--- src/rtl/bist_seq_ctrl_if.sv ---
// rtl/bist_seq_ctrl_if.sv - start request and sequencing outputs between the BIST sequencer and the BIST top
//
// Signals:
//   start      level request to run BIST (driven by the slave side)
//   test_mode  functional/test input mux select
//   scan_en    CUT scan enable
//   init       one-cycle LFSR/MISR clear pulse
//   running    high while a run is in progress (INIT through FINISH)
//   finish     one-cycle comparator sample strobe
//   bist_end   high once a run has completed, until start is dropped
//   pat_idx    current pattern index, 0-based
// Modports:
//   master  the sequencer (drives the outputs, reads start)
//   slave   the BIST top (drives start, reads the outputs)

interface bist_seq_ctrl_if #(
    parameter int N_PATTERNS = 16
) ();
    localparam int PI_W = $clog2(N_PATTERNS + 1);

    logic            start;
    logic            test_mode;
    logic            scan_en;
    logic            init;
    logic            running;
    logic            finish;
    logic            bist_end;
    logic [PI_W-1:0] pat_idx;

    modport master (
        input  start,
        output test_mode,
        output scan_en,
        output init,
        output running,
        output finish,
        output bist_end,
        output pat_idx
    );

    modport slave (
        output start,
        input  test_mode,
        input  scan_en,
        input  init,
        input  running,
        input  finish,
        input  bist_end,
        input  pat_idx
    );
endinterface

--- src/rtl/bist_seq_ctrl.sv ---
// rtl/bist_seq_ctrl.sv - BIST scan sequencer: INIT, N_PATTERNS x (N_SCAN shifts + capture), FINISH, DONE
//
// Ports:
//   clk   clock, all state updates on the rising edge
//   rst   synchronous active-low reset; aborts any run
//   bus   bist_seq_ctrl_if master: start in; test_mode, scan_en, init,
//         running, finish, bist_end, pat_idx out
// Parameters:
//   N_SCAN      shift cycles per pattern (>=1)
//   N_PATTERNS  patterns per run (>=1)

module bist_seq_ctrl #(
    parameter int N_SCAN     = 8,
    parameter int N_PATTERNS = 16
) (
    input  logic             clk,
    input  logic             rst,
    bist_seq_ctrl_if.master  bus
);
    localparam int SC_W = (N_SCAN > 1) ? $clog2(N_SCAN) : 1;
    localparam int PI_W = $clog2(N_PATTERNS + 1);

    localparam logic [SC_W-1:0] SC_LAST = SC_W'(N_SCAN - 1);
    localparam logic [PI_W-1:0] PI_LAST = PI_W'(N_PATTERNS - 1);

    typedef enum logic [2:0] {
        S_IDLE    = 3'd0,
        S_INIT    = 3'd1,
        S_SHIFT   = 3'd2,
        S_CAPTURE = 3'd3,
        S_FINISH  = 3'd4,
        S_DONE    = 3'd5
    } state_t;

    typedef struct packed {
        logic test_mode;
        logic scan_en;
        logic init;
        logic running;
        logic finish;
        logic bist_end;
    } outs_t;

    state_t          state;
    logic [SC_W-1:0] shift_cnt;
    logic [PI_W-1:0] pat_idx;
    outs_t           outs_q;

    // Output flags for a given state. Registered alongside the state
    // transition so the outputs are pure flops with no input-to-output path.
    function automatic outs_t decode(input state_t s);
        outs_t o;
        o = '0;
        case (s)
            S_INIT: begin
                o.test_mode = 1'b1;
                o.init      = 1'b1;
                o.running   = 1'b1;
            end
            S_SHIFT: begin
                o.test_mode = 1'b1;
                o.scan_en   = 1'b1;
                o.running   = 1'b1;
            end
            S_CAPTURE: begin
                o.test_mode = 1'b1;
                o.running   = 1'b1;
            end
            S_FINISH: begin
                o.test_mode = 1'b1;
                o.running   = 1'b1;
                o.finish    = 1'b1;
            end
            S_DONE: begin
                o.bist_end  = 1'b1;
            end
            default: o = '0;
        endcase
        return o;
    endfunction

    always_ff @(posedge clk) begin
        if (!rst) begin
            state     <= S_IDLE;
            shift_cnt <= '0;
            pat_idx   <= '0;
            outs_q    <= '0;
        end else begin
            case (state)
                S_IDLE: begin
                    if (bus.start) begin
                        state     <= S_INIT;
                        shift_cnt <= '0;
                        pat_idx   <= '0;
                        outs_q    <= decode(S_INIT);
                    end
                end
                S_INIT: begin
                    state  <= S_SHIFT;
                    outs_q <= decode(S_SHIFT);
                end
                S_SHIFT: begin
                    if (shift_cnt == SC_LAST) begin
                        shift_cnt <= '0;
                        state     <= S_CAPTURE;
                        outs_q    <= decode(S_CAPTURE);
                    end else begin
                        shift_cnt <= shift_cnt + 1'b1;
                    end
                end
                S_CAPTURE: begin
                    // pat_idx advances only when another pattern follows,
                    // so it never exceeds N_PATTERNS-1 and holds in DONE.
                    if (pat_idx == PI_LAST) begin
                        state  <= S_FINISH;
                        outs_q <= decode(S_FINISH);
                    end else begin
                        pat_idx <= pat_idx + 1'b1;
                        state   <= S_SHIFT;
                        outs_q  <= decode(S_SHIFT);
                    end
                end
                S_FINISH: begin
                    state  <= S_DONE;
                    outs_q <= decode(S_DONE);
                end
                S_DONE: begin
                    // Requires start to drop before another run can begin.
                    if (!bus.start) begin
                        state  <= S_IDLE;
                        outs_q <= decode(S_IDLE);
                    end
                end
                default: begin
                    state     <= S_IDLE;
                    shift_cnt <= '0;
                    pat_idx   <= '0;
                    outs_q    <= '0;
                end
            endcase
        end
    end

    assign bus.test_mode = outs_q.test_mode;
    assign bus.scan_en   = outs_q.scan_en;
    assign bus.init      = outs_q.init;
    assign bus.running   = outs_q.running;
    assign bus.finish    = outs_q.finish;
    assign bus.bist_end  = outs_q.bist_end;
    assign bus.pat_idx   = pat_idx;
endmodule

--- src/flat_wrapper.sv ---
// flat-port wrapper written by rule: the top's interface ports become plain ports
module bist_seq_ctrl_flat 
#(
    parameter int N_SCAN     = 8,
    parameter int N_PATTERNS = 16
)
  (clk, rst, bus_start, bus_test_mode, bus_scan_en, bus_init, bus_running, bus_finish, bus_bist_end, bus_pat_idx);
  bist_seq_ctrl_if #(.N_PATTERNS(N_PATTERNS)) bus_i ();
  input  logic clk;
  input  logic rst;
  input wire logic [$bits(bus_i.start)-1:0] bus_start;
  output wire logic [$bits(bus_i.test_mode)-1:0] bus_test_mode;
  output wire logic [$bits(bus_i.scan_en)-1:0] bus_scan_en;
  output wire logic [$bits(bus_i.init)-1:0] bus_init;
  output wire logic [$bits(bus_i.running)-1:0] bus_running;
  output wire logic [$bits(bus_i.finish)-1:0] bus_finish;
  output wire logic [$bits(bus_i.bist_end)-1:0] bus_bist_end;
  output wire logic [$bits(bus_i.pat_idx)-1:0] bus_pat_idx;
  assign bus_i.start = bus_start;
  assign bus_test_mode = bus_i.test_mode;
  assign bus_scan_en = bus_i.scan_en;
  assign bus_init = bus_i.init;
  assign bus_running = bus_i.running;
  assign bus_finish = bus_i.finish;
  assign bus_bist_end = bus_i.bist_end;
  assign bus_pat_idx = bus_i.pat_idx;
  bist_seq_ctrl #(.N_SCAN(N_SCAN), .N_PATTERNS(N_PATTERNS)) u_core (.clk(clk), .rst(rst), .bus(bus_i));
endmodule
--- config.mk ---
export PLATFORM = sky130hd
export DESIGN_NAME = bist_seq_ctrl_flat
export DESIGN_NICKNAME = d
export VERILOG_FILES = /design/src/rtl/bist_seq_ctrl_if.sv /design/src/rtl/bist_seq_ctrl.sv /design/src/flat_wrapper.sv
export SDC_FILE = /design/constraint.sdc
export NUM_CORES = 1
export LEC_CHECK = 0
export BUFFER_PORTS_ARGS = -buffer_cell sky130_fd_sc_hd__buf_2
export CORE_MARGIN = 2
export CORE_UTILIZATION = 51
export DETAILED_ROUTE_END_ITERATION = 12
export PLACE_DENSITY = 0.73
export SETUP_SLACK_MARGIN = 0.3
export SLEW_MARGIN = 30
export SYNTH_ARGS = -nofsm -noshare
export SYNTH_HDL_FRONTEND = slang
export SYNTH_SLANG_ARGS = --single-unit
--- constraint.sdc ---
create_clock -name clk -period 2.9 [get_ports clk]
set_clock_uncertainty 0.15 [all_clocks]
set_input_delay 0.29 -clock clk [delete_from_list [all_inputs] [get_ports clk]]
set_output_delay 0.29 -clock clk [all_outputs]
set_load 0.01 [all_outputs]
==> metrics, run 1 <==
Ant. Diodes 0; final setup violation count 0; yosys warns 0; internal power roughly 0.3 mW; largest net degree at the start of global routing 21; FMAX 0.526 GHz; TNS Setup 0 ns; CORE AREA about 1700 sq um; CTS tree yes; power share of the clock group 28.8%; HP Class in2reg; combinational power share 12.0%; # H-tree levels 1; flops & latches, synth 16; VDD IR-drop max 0.229 mV; Flop pwr share between 50% and 60%; Slew Limit Fails 0; initial antenna violation count 0; number of detailed-route iterations in the first pass 4; total CTS buffers 3; Sink Count 16; Hold Path Origin rst; Synthesized Nets approximately 100; Global Route Usage Sum a little under a fifth; Max-Cap Viols 0; Hold-fix buffers, CTS 0; area taken by flip-flops and latches 320 sq um; setup slack after layout 0.998 ns; I/O pin total 14; Antenna Nets Post-Route 0; top_reg_cell synth dfxtp_1; Root Driver clkbuf_4; RSZ-0062 raised after global routing no; clk slew on worst S/H paths 0.09 ns; vias in the first global route approximately 630; Critical Path RT 2.93 ns; Cell Rows 15; critical path peak fanout 8; 1st-iter DRT viols 17; Synth Cell Area 888 sq um; share of layout cells above drive strength 1 25.0%; GR Overflow Total 0; Die W 45.7 microns; critical path class reg2reg; worst r2r src u_core.bus.pat_idx[0]$_SDFFE_PN0P_; GP Congestion around 0.8; # resized after CTS 0; design area 951 sq um; Fin. Hold Viols 0; Die Y 45.7 microns; Slew HR 65.1%; Post-synth EDFFs 0; worst r2r dst u_core.bus.pat_idx[4]$_SDFFE_PN0P_; Switching Fraction 26.5%; port bufs 13; Critical Path End Type register; synthesis-to-finish area growth 7.04%; synth top area cells dfxtp_1 (36%), ha_1 (5.6%), nor2b_1 (4.9%); Vias 752; CP startpoint kind register; PD cells 425 nW/um^2; Layout Nets 113; mean post-synth cell area 9.35 sq um; initial core utilization ~53%; drt drc 0; Final Core Density between 50% and 60%; FF-to-FF setup slack 1.0 ns; DRT Wirelength 1700 microns; worst hold path cell count 3; area occupied by multi-input gates 507 sq um; WL per Instance 14.1 microns; synthesized instance count 95; area leader, netlist dfxtp_1; Die Area 2090 sq um; pre-CTS setup slack 1.01 ns; HPWL Detailed 1220 microns; Fillers 168; commonest non-fill, non-tap cell in the layout dfxtp_1; worst-margin pin slew 0.522 ns; Yosys top cell area share 36.1%; postcts setup bufs 0; Hold Path End u_core.bus.pat_idx[2]$_SDFFE_PN0P_; insertion delay to the later sink of the worst-skew pair roughly 0.29 ns; DP Area 928 sq um; Synth cell types 43; fraction of registers with async set/reset 0%; most frequent cells in the layout dfxtp_1 (16), buf_2 (13), nand2_1 (7), nor2b_1 (7), a22oi_1 (5); Vias/cell 6.21; Max clock buf depth 2; Psw 0.107 mW; Worst EP arrival 1.93 ns; crit share post-route 65.6%; status finished clean; Pleak 0.408 nW; Worst R2R Path Depth 6; sequential area share after synthesis between 30% and 40%; first-pass GRT wire length between 2000 and 3000 microns; Final min period approximately 1.9 ns
## flip-flops by register name, summed over array words and instances (netlist names)
signal               flops
u_core.bus.finish        1
u_core.bus.pat_idx       5
u_core.shift_cnt         3
u_core.bus.bist_end      1
u_core.bus.scan_en       1
u_core.bus.init          1
u_core.state             3
u_core.bus.running       1
## worst max-delay path: stages (launching register included)
cell and delay (ns):
dfxtp_1 0.41, ha_1 0.21, and3_1 0.16, ha_1 0.35
o21ai_1 0.10, a32o_2 0.28, mux2i_1 0.14
## logic make-up after synthesis
group           count (synthesis)  share of synthesized area [%]
fa+ha+maj                       4                           5.63
simple gates                   36                           26.8
buf+inv                        11                           6.90
mux                             2                           2.25
compound gates                 26                           22.4
flops                          16                           36.1
## synth_stat cells (2+ instances only)
cell,count
dfxtp_1,16
nand2_1,7
nor2b_1,7
a22oi_1,5
ha_1,4
nand3_1,4
a21oi_1,3
and2b_1,3
buf_2,3
o21ai_1,3
buf_4,2
inv_1,2
inv_2,2
mux2i_1,2
nor2_1,2
o221a_1,2
o22ai_1,2
## how the worst max path moves through the flow
stage                                       startpoint                            endpoint  slack, ns  cells past startpoint
floorplan           u_core.bus.pat_idx[0]$_SDFFE_PN0P_  u_core.bus.pat_idx[1]$_SDFFE_PN0P_       1.13                      7
global placement    u_core.bus.pat_idx[0]$_SDFFE_PN0P_  u_core.bus.pat_idx[1]$_SDFFE_PN0P_       1.07                      6
detailed placement  u_core.bus.pat_idx[0]$_SDFFE_PN0P_  u_core.bus.pat_idx[4]$_SDFFE_PN0P_       1.01                      6
CTS                 u_core.bus.pat_idx[0]$_SDFFE_PN0P_  u_core.bus.pat_idx[4]$_SDFFE_PN0P_       0.99                      6
global route        u_core.bus.pat_idx[0]$_SDFFE_PN0P_  u_core.bus.pat_idx[4]$_SDFFE_PN0P_       0.86                      6
finish              u_core.bus.pat_idx[0]$_SDFFE_PN0P_  u_core.bus.pat_idx[4]$_SDFFE_PN0P_        1.0                      6
## metal layers
layer | share of wire [%] | GRT usage (%) | wire length (microns)
met3 | 5.0 | 5.95 | 85
met4 | 2.2 | 10.3 | 37
met1 | 46 | 25.1 | 792
met2 | 46 | 27.0 | 789
met5 | 0 | 0 | 0
## per-stage QoR
| stage | hold slack (ns) | power (mW) | instances |
|---|---|---|---|
| global route | 0.284 | 0.421 | 121 |
| detailed placement | 0.307 | 0.292 | 118 |
| finish | 0.271 | 0.404 | 121 |
| global placement | 0.306 | 0.291 | 118 |
| floorplan | 0.338 | 0.281 | 95 |
| CTS | 0.266 | 0.407 | 121 |
## cell type report
class | instances | area share [%]
clock buffers | 3 | 2.37
inverters | 4 | 1.58
multi-input cells | 68 | 53.3
flip-flops and latches | 16 | 33.7
well taps | 17 | 2.24
repair buffers | 13 | 6.84
## power groups by stage
stage / Combinational (mW) / Clock [mW] / Sequential, mW
finish: 0.0486 / 0.116 / 0.239
floorplan: 0.0420 / 0 / 0.239
global placement: 0.0474 / 0 / 0.243
global route: 0.0531 / 0.128 / 0.240
CTS: 0.0488 / 0.120 / 0.239
detailed placement: 0.0485 / 0 / 0.244
No activity file was read; power rests on OpenSTA's default activity.
==> inputs of run 2 (changes only) <==
==> constraint.sdc (replaced) <==
create_clock -name clk -period 1.8 [get_ports clk]
set_clock_uncertainty 0.15 [all_clocks]
set_input_delay 0.18 -clock clk [delete_from_list [all_inputs] [get_ports clk]]
set_output_delay 0.18 -clock clk [all_outputs]
set_load 0.01 [all_outputs]
==> run 2 against run 1 <==
  * Critical path depth stayed put
  * Global-route usage is 2.3 points higher
  * Setup slack got worse by 0.81 ns
  * Critical path type unchanged
  * Non-clock buffer count grew 14
  * Sequential power grew 59%
  * Largest power group unchanged
  * Total power grew 70%
  * Register-to-register slack lost 0.81 ns
  * First-iteration DRC count up 47%
  * Worst hold slack worse by 0.16 ns
  * Sequential share of layout area shrank 5.2 points
  * Highest routed layer unchanged
==> metrics, run 2 (synthesized netlist as in run 1, its figures left out) <==
I/O pin total 14 (unchanged); largest net degree at the start of global routing 20 (-4.8%); Die W 45.7 microns (unchanged); CP startpoint kind register; Antenna Nets Post-Route 0 (unchanged); Final min period 1.62 ns (-0.286 ns); drt drc 0 (unchanged); Most flops, register u_core.bus.pat_idx; worst r2r dst u_core.bus.pat_idx[4]$_SDFFE_PN0P_; vias in the first global route 736 (+18%); Worst EP arrival 1.70 ns (-0.23 ns); GP Congestion 0.785 (+0.32%); Critical Path RT 1.88 ns (-1.05 ns); Hold Path Origin rst; total CTS buffers 3 (unchanged); RSZ-0062 raised after global routing yes; Largest regs u_core.bus.pat_idx x5, u_core.shift_cnt x3, u_core.state x3; 1st-iter DRT viols 25 (+8); Hold Path End u_core.bus.pat_idx[0]$_SDFFE_PN0P_; Critical Path End Type register; VDD IR-drop max 0.347 mV (+51%); Max clock buf depth 2 (unchanged); status finished clean; initial antenna violation count 0 (unchanged); first-pass GRT wire length 3070 microns (+9.1%); Die Area 2090 sq um (unchanged); Fin. Hold Viols 0 (unchanged); Slew Limit Fails 0 (unchanged); critical path class reg2reg; Slew HR 75.8% (+11 points); worst hold path cell count 3 (unchanged); GR Overflow Total 0 (unchanged); number of detailed-route iterations in the first pass 4 (unchanged); worst hold slack 0.108 ns (-0.163 ns); port bufs 13 (unchanged); clk slew on worst S/H paths 0.09 ns (about the same); Hold-fix buffers, CTS 0 (unchanged); WL per Instance 14.7 microns (+4.2%); Vias 808 (+7.4%); FMAX 0.619 GHz (+18%); Sink Count 16 (unchanged); worst-margin pin slew 0.360 ns (-0.162 ns); Pleak 0.495 nW (+21%); # H-tree levels 1 (unchanged); crit share post-route 89.8% (+24 points); Root Driver clkbuf_4; Largest register FFs 5 (unchanged); final setup violation count 0 (unchanged); DRT Wirelength 1980 microns (+16%); synthesis-to-finish area growth 31.8%; HPWL Detailed 1350 microns (+11%); most frequent cells in the layout buf_2 (13), buf_4 (13), dfxtp_1 (9); TNS Setup 0 ns (unchanged); Worst R2R Path Depth 6 (unchanged); initial core utilization 52.6% (unchanged); worst r2r src u_core.bus.pat_idx[1]$_SDFFE_PN0P_; HP Class in2reg; CORE AREA 1690 sq um (unchanged); insertion delay to the later sink of the worst-skew pair 0.29 ns (about the same); Die Y 45.7 microns (unchanged); total power 0.686 mW (+70%); Ant. Diodes 0 (unchanged); share of layout cells above drive strength 1 48.3% (+23 points); critical path peak fanout 6 (-2); Max-Cap Viols 0 (unchanged); Cell Rows 15 (unchanged); PD cells 586 nW/um^2 (+38%); Vias/cell 5.99 (-3.7%); FF-to-FF setup slack 0.18 ns (-0.81 ns); Global Route Usage Sum 21.2% (+2.3 points); Layout Nets 127 (+12%); CTS tree yes
==> run 2: cell types whose count changed in the layout (fill, tap and decap cells not counted), sizes merged <==
cell,previous run,this run
buf,13,27
==> run 2: repair_timing <==
item	4_1_cts	5_1_grt
buffers inserted	11	0
setup endpoints to repair	13	9
pin swaps	7	5
gates resized for setup	4	7
cloned	0	0
==> run 2: critical path, cell delays in order, from the launching register on <==
cell and delay (ns):
dfxtp_4 0.36, ha_4 0.16, and3_4 0.18, ha_4 0.18, o21ai_2 0.10, a32o_2 0.22
mux2i_1 0.20
==> run 2: how the worst max path moves through the flow <==
stage / endpoint / startpoint / slack (ns)
final: u_core.bus.pat_idx[4]$_SDFFE_PN0P_ / u_core.bus.pat_idx[1]$_SDFFE_PN0P_ / 0.18
after global routing: u_core.bus.pat_idx[4]$_SDFFE_PN0P_ / u_core.bus.pat_idx[0]$_SDFFE_PN0P_ / 0.11
after CTS: u_core.bus.pat_idx[4]$_SDFFE_PN0P_ / u_core.bus.pat_idx[1]$_SDFFE_PN0P_ / 0.17
after detailed placement: u_core.bus.pat_idx[4]$_SDFFE_PN0P_ / u_core.bus.pat_idx[0]$_SDFFE_PN0P_ / 0.16
after global placement: u_core.bus.pat_idx[4]$_SDFFE_PN0P_ / u_core.bus.pat_idx[0]$_SDFFE_PN0P_ / 0.18
after floorplan: u_core.bus.pat_idx[1]$_SDFFE_PN0P_ / u_core.bus.pat_idx[0]$_SDFFE_PN0P_ / 0.15
==> run 2: final cells by class <==
cell class	count	area, sq um
multi-input cells	68	604
fillers	117	518
flip-flops and latches	16	334
repair buffers	27	174
clock buffers	3	22.5
well taps	17	21.3
inverters	4	15.0
==> run 2: routing by layer <==
layer | track usage, % | vias up | routed length [microns]
met3 | 4.76 | 5 | 53
met1 | 22.9 | 387 | 883
met5 | 0 | - | 0
li1 | - | 399 | -
met2 | 37.5 | 17 | 1010
met4 | 12.0 | 0 | 34
==> run 2: per-stage QoR <==
step | instances | cell area [sq um] | worst slack [ns] | util (%)
2_1_floorplan | 95 | 966 | 0.147 | -
3_3_place_gp | 121 | 1020 | 0.184 | 60.4
3_5_place_dp | 121 | 1020 | 0.159 | 60.4
4_1_cts | 135 | 1140 | 0.174 | 67.3
5_1_grt | 135 | 1170 | 0.106 | 69.3
6_report | 135 | 1170 | 0.184 | 69.3
==> run 2: power by group <==
group          switching (mW)  internal [mW]  leakage [nW]
clock network           0.116         0.0780        0.0138
registers              0.0169          0.364         0.134
logic                  0.0567         0.0552         0.347
total                   0.189          0.497         0.495
==> inputs of run 3 (changes only) <==
--- a/config.mk
+++ b/config.mk
@@ -5,11 +5,11 @@
 export SDC_FILE = /design/constraint.sdc
 export NUM_CORES = 1
 export LEC_CHECK = 0
-export BUFFER_PORTS_ARGS = -buffer_cell sky130_fd_sc_hd__buf_2
 export CORE_MARGIN = 2
 export CORE_UTILIZATION = 51
 export DETAILED_ROUTE_END_ITERATION = 12
-export PLACE_DENSITY = 0.73
+export DONT_BUFFER_PORTS = 1
+export PLACE_DENSITY = 0.66
 export SETUP_SLACK_MARGIN = 0.3
 export SLEW_MARGIN = 30
 export SYNTH_ARGS = -nofsm -noshare
==> constraint.sdc (replaced) <==
create_clock -name clk -period 1.8 [get_ports clk]
set_clock_uncertainty 0.15 [all_clocks]
set_input_delay 0.27 -clock clk [delete_from_list [all_inputs] [get_ports clk]]
set_output_delay 0.27 -clock clk [all_outputs]
set_load 0.01 [all_outputs]
==> run 3 against run 2 <==
  * Die area unchanged
  * Total power grew 4.4%
  * Non-clock buffer count decreased by 11
  * Wire length decreased by 0.66%
  * Highest routed layer unchanged
  * Worst hold slack got worse by 0.047 ns
  * Clock power is 25% higher
  * Critical endpoint unchanged
  * Largest power group unchanged
  * Cell area shrank 3.0%
  * Sequential share of layout area grew 1.1 points
  * Global-route usage shrank 1.6 points
  * Setup slack worse by 0.0048 ns
  * Clock-buffer cell count up 1
==> metrics, run 3 (synthesized netlist as in run 1, its figures left out) <==
Flop pwr share 53.6% (-1.9 points); Max clock buf depth 2 (unchanged); PD cells 631 nW/um^2 (+7.6%); insertion delay to the later sink of the worst-skew pair 0.28 ns (about the same); critical path peak fanout 5 (-1); CORE AREA 1690 sq um (unchanged); Pleak 0.442 nW (-11%); Max-Cap Viols 0 (unchanged); Layout Nets 116 (-8.7%); Fillers 137 (+17%); internal power 0.531 mW (+6.9%); FF-to-FF setup slack 0.18 ns (about the same); initial antenna violation count 0 (unchanged); commonest non-fill, non-tap cell in the layout buf_4; worst hold slack 0.0607 ns (-0.0471 ns); FMAX 0.617 GHz (-0.30%); HPWL Detailed 1270 microns (-5.6%); Ant. Diodes 0 (unchanged); Switching Fraction 25.8% (-1.7 points); Largest regs u_core.bus.pat_idx x5, u_core.shift_cnt x3, u_core.state x3; Sink Count 16 (unchanged); worst-margin pin slew 0.620 ns (+0.260 ns); slowest CP cell dfxtp_4; most frequent CP cell ha_4; HP Class in2reg; Slew HR 58.5% (-17 points); Cell Count, Final, Fillers Out 125 (-7.4%); Cell Rows 15 (unchanged); Worst EP arrival 1.69 ns (about the same); combinational power share 12.7% (-3.6 points); vias in the first global route 696 (-5.4%); drt drc 0 (unchanged); Critical Path End Type register; port bufs 0 (-13); Global Route Usage Sum 19.6% (-1.6 points); 1st-iter DRT viols 11 (-56%); RSZ-0062 raised after global routing yes; Slew Limit Fails 0 (unchanged); setup slack after layout 0.179 ns (-0.00480 ns); GP Congestion 0.756 (-3.7%); pre-CTS setup slack 0.168 ns (+0.00816 ns); total power 0.716 mW (+4.4%); Critical Path RT 1.87 ns (about the same); VDD IR-drop max 0.378 mV (+8.9%); status finished clean; Psw 0.185 mW (-2.2%); WL per Instance 15.7 microns (+7.3%); Worst Path Buf+Inv 0 (unchanged); # H-tree levels 1 (unchanged); most frequent cells in the layout buf_4 (14), dfxtp_1 (9), nand2_1 (7), nor2b_1 (7); synthesis-to-finish area growth 27.9%; Antenna Nets Post-Route 0 (unchanged); Worst path max stage delay 0.38 ns (+0.02 ns); largest net degree at the start of global routing 19 (-5.0%); Die W 45.7 microns (unchanged); DRT Wirelength 1970 microns (-0.66%); number of detailed-route iterations in the first pass 4 (unchanged); GR Overflow Total 0 (unchanged); Placed Cells 110 (-9.1%); Most flops, register u_core.bus.pat_idx; Fin. Hold Viols 0 (unchanged); Die Y 45.7 microns (unchanged); Largest register FFs 5 (unchanged); first-pass GRT wire length 2920 microns (-5.0%); Largest delay share family, worst path flip-flops; CP cell instances ha_4 > and3_4 > ha_4 > o21ai_2 > a32o_2 > mux2i_1; I/O pin total 14 (unchanged); total CTS buffers 3 (unchanged); clk slew on worst S/H paths 0.10 ns (about the same); share of layout cells above drive strength 1 41.7% (-6.6 points); Vias 765 (-5.3%); Die Area 2090 sq um (unchanged); final setup violation count 0 (unchanged); Final min period 1.62 ns (+0.00480 ns); TNS Setup 0 ns (unchanged); CP startpoint kind register; CTS tree yes; crit share post-route 90.1% (+0.27 points); Vias/cell 6.12 (+2.3%); critical path class reg2reg; power share of the clock group 33.7% (+5.5 points); initial core utilization 52.6% (unchanged); Root Driver clkbuf_4
-- run 3: final cells by class --
type,count,area [sq um],area share (%)
repair buffers,16,125,11.0
inverters,4,15.0,1.32
multi-input cells,68,602,53.0
flip-flops and latches,16,337,29.6
well taps,17,21.3,1.87
clock buffers,4,36.3,3.19
-- run 3: per-stage QoR --
| stage | utilization [%] | cell area (sq um) |
|---|---|---|
| after floorplan | - | 966 |
| after global placement | 57.4 | 970 |
| after detailed placement | 57.4 | 970 |
| after CTS | 64.4 | 1090 |
| after global routing | 67.3 | 1140 |
| final | 67.3 | 1140 |
-- run 3: worst paths after layout --
kind,cells after the start,start,to
setup / recovery,6,u_core.bus.pat_idx[1]$_SDFFE_PN0P_,u_core.bus.pat_idx[4]$_SDFFE_PN0P_
hold / removal,2,rst,u_core.bus.pat_idx[0]$_SDFFE_PN0P_
setup reg to reg,6,u_core.bus.pat_idx[1]$_SDFFE_PN0P_,u_core.bus.pat_idx[4]$_SDFFE_PN0P_
hold reg to reg,1,u_core.bus.pat_idx[0]$_SDFFE_PN0P_,u_core.bus.pat_idx[0]$_SDFFE_PN0P_
-- run 3: repair_timing --
item | in CTS | in global routing
setup endpoints to repair | 13 | 15
buffers inserted | 8 | 1
endpoints found under the hold margin | 16 | 1
gates resized for setup | 3 | 6
pin swaps | 6 | 5
hold buffers | 1 | 1
-- run 3: metal layers --
layer	up-vias	wire length, microns	global-route usage (%)
met5	-	0	0
met4	0	13	8.57
met3	2	54	3.97
met2	11	959	32.7
met1	378	940	24.2
li1	374	-	-
-- run 3: power by group through the flow --
stage / Sequential [mW] / Combinational, mW / Clock, mW
floorplan: 0.383 / 0.0692 / 0
global route: 0.385 / 0.0992 / 0.266
finish: 0.384 / 0.0911 / 0.242
global placement: 0.392 / 0.0675 / 0
CTS: 0.384 / 0.0844 / 0.248
detailed placement: 0.393 / 0.0681 / 0
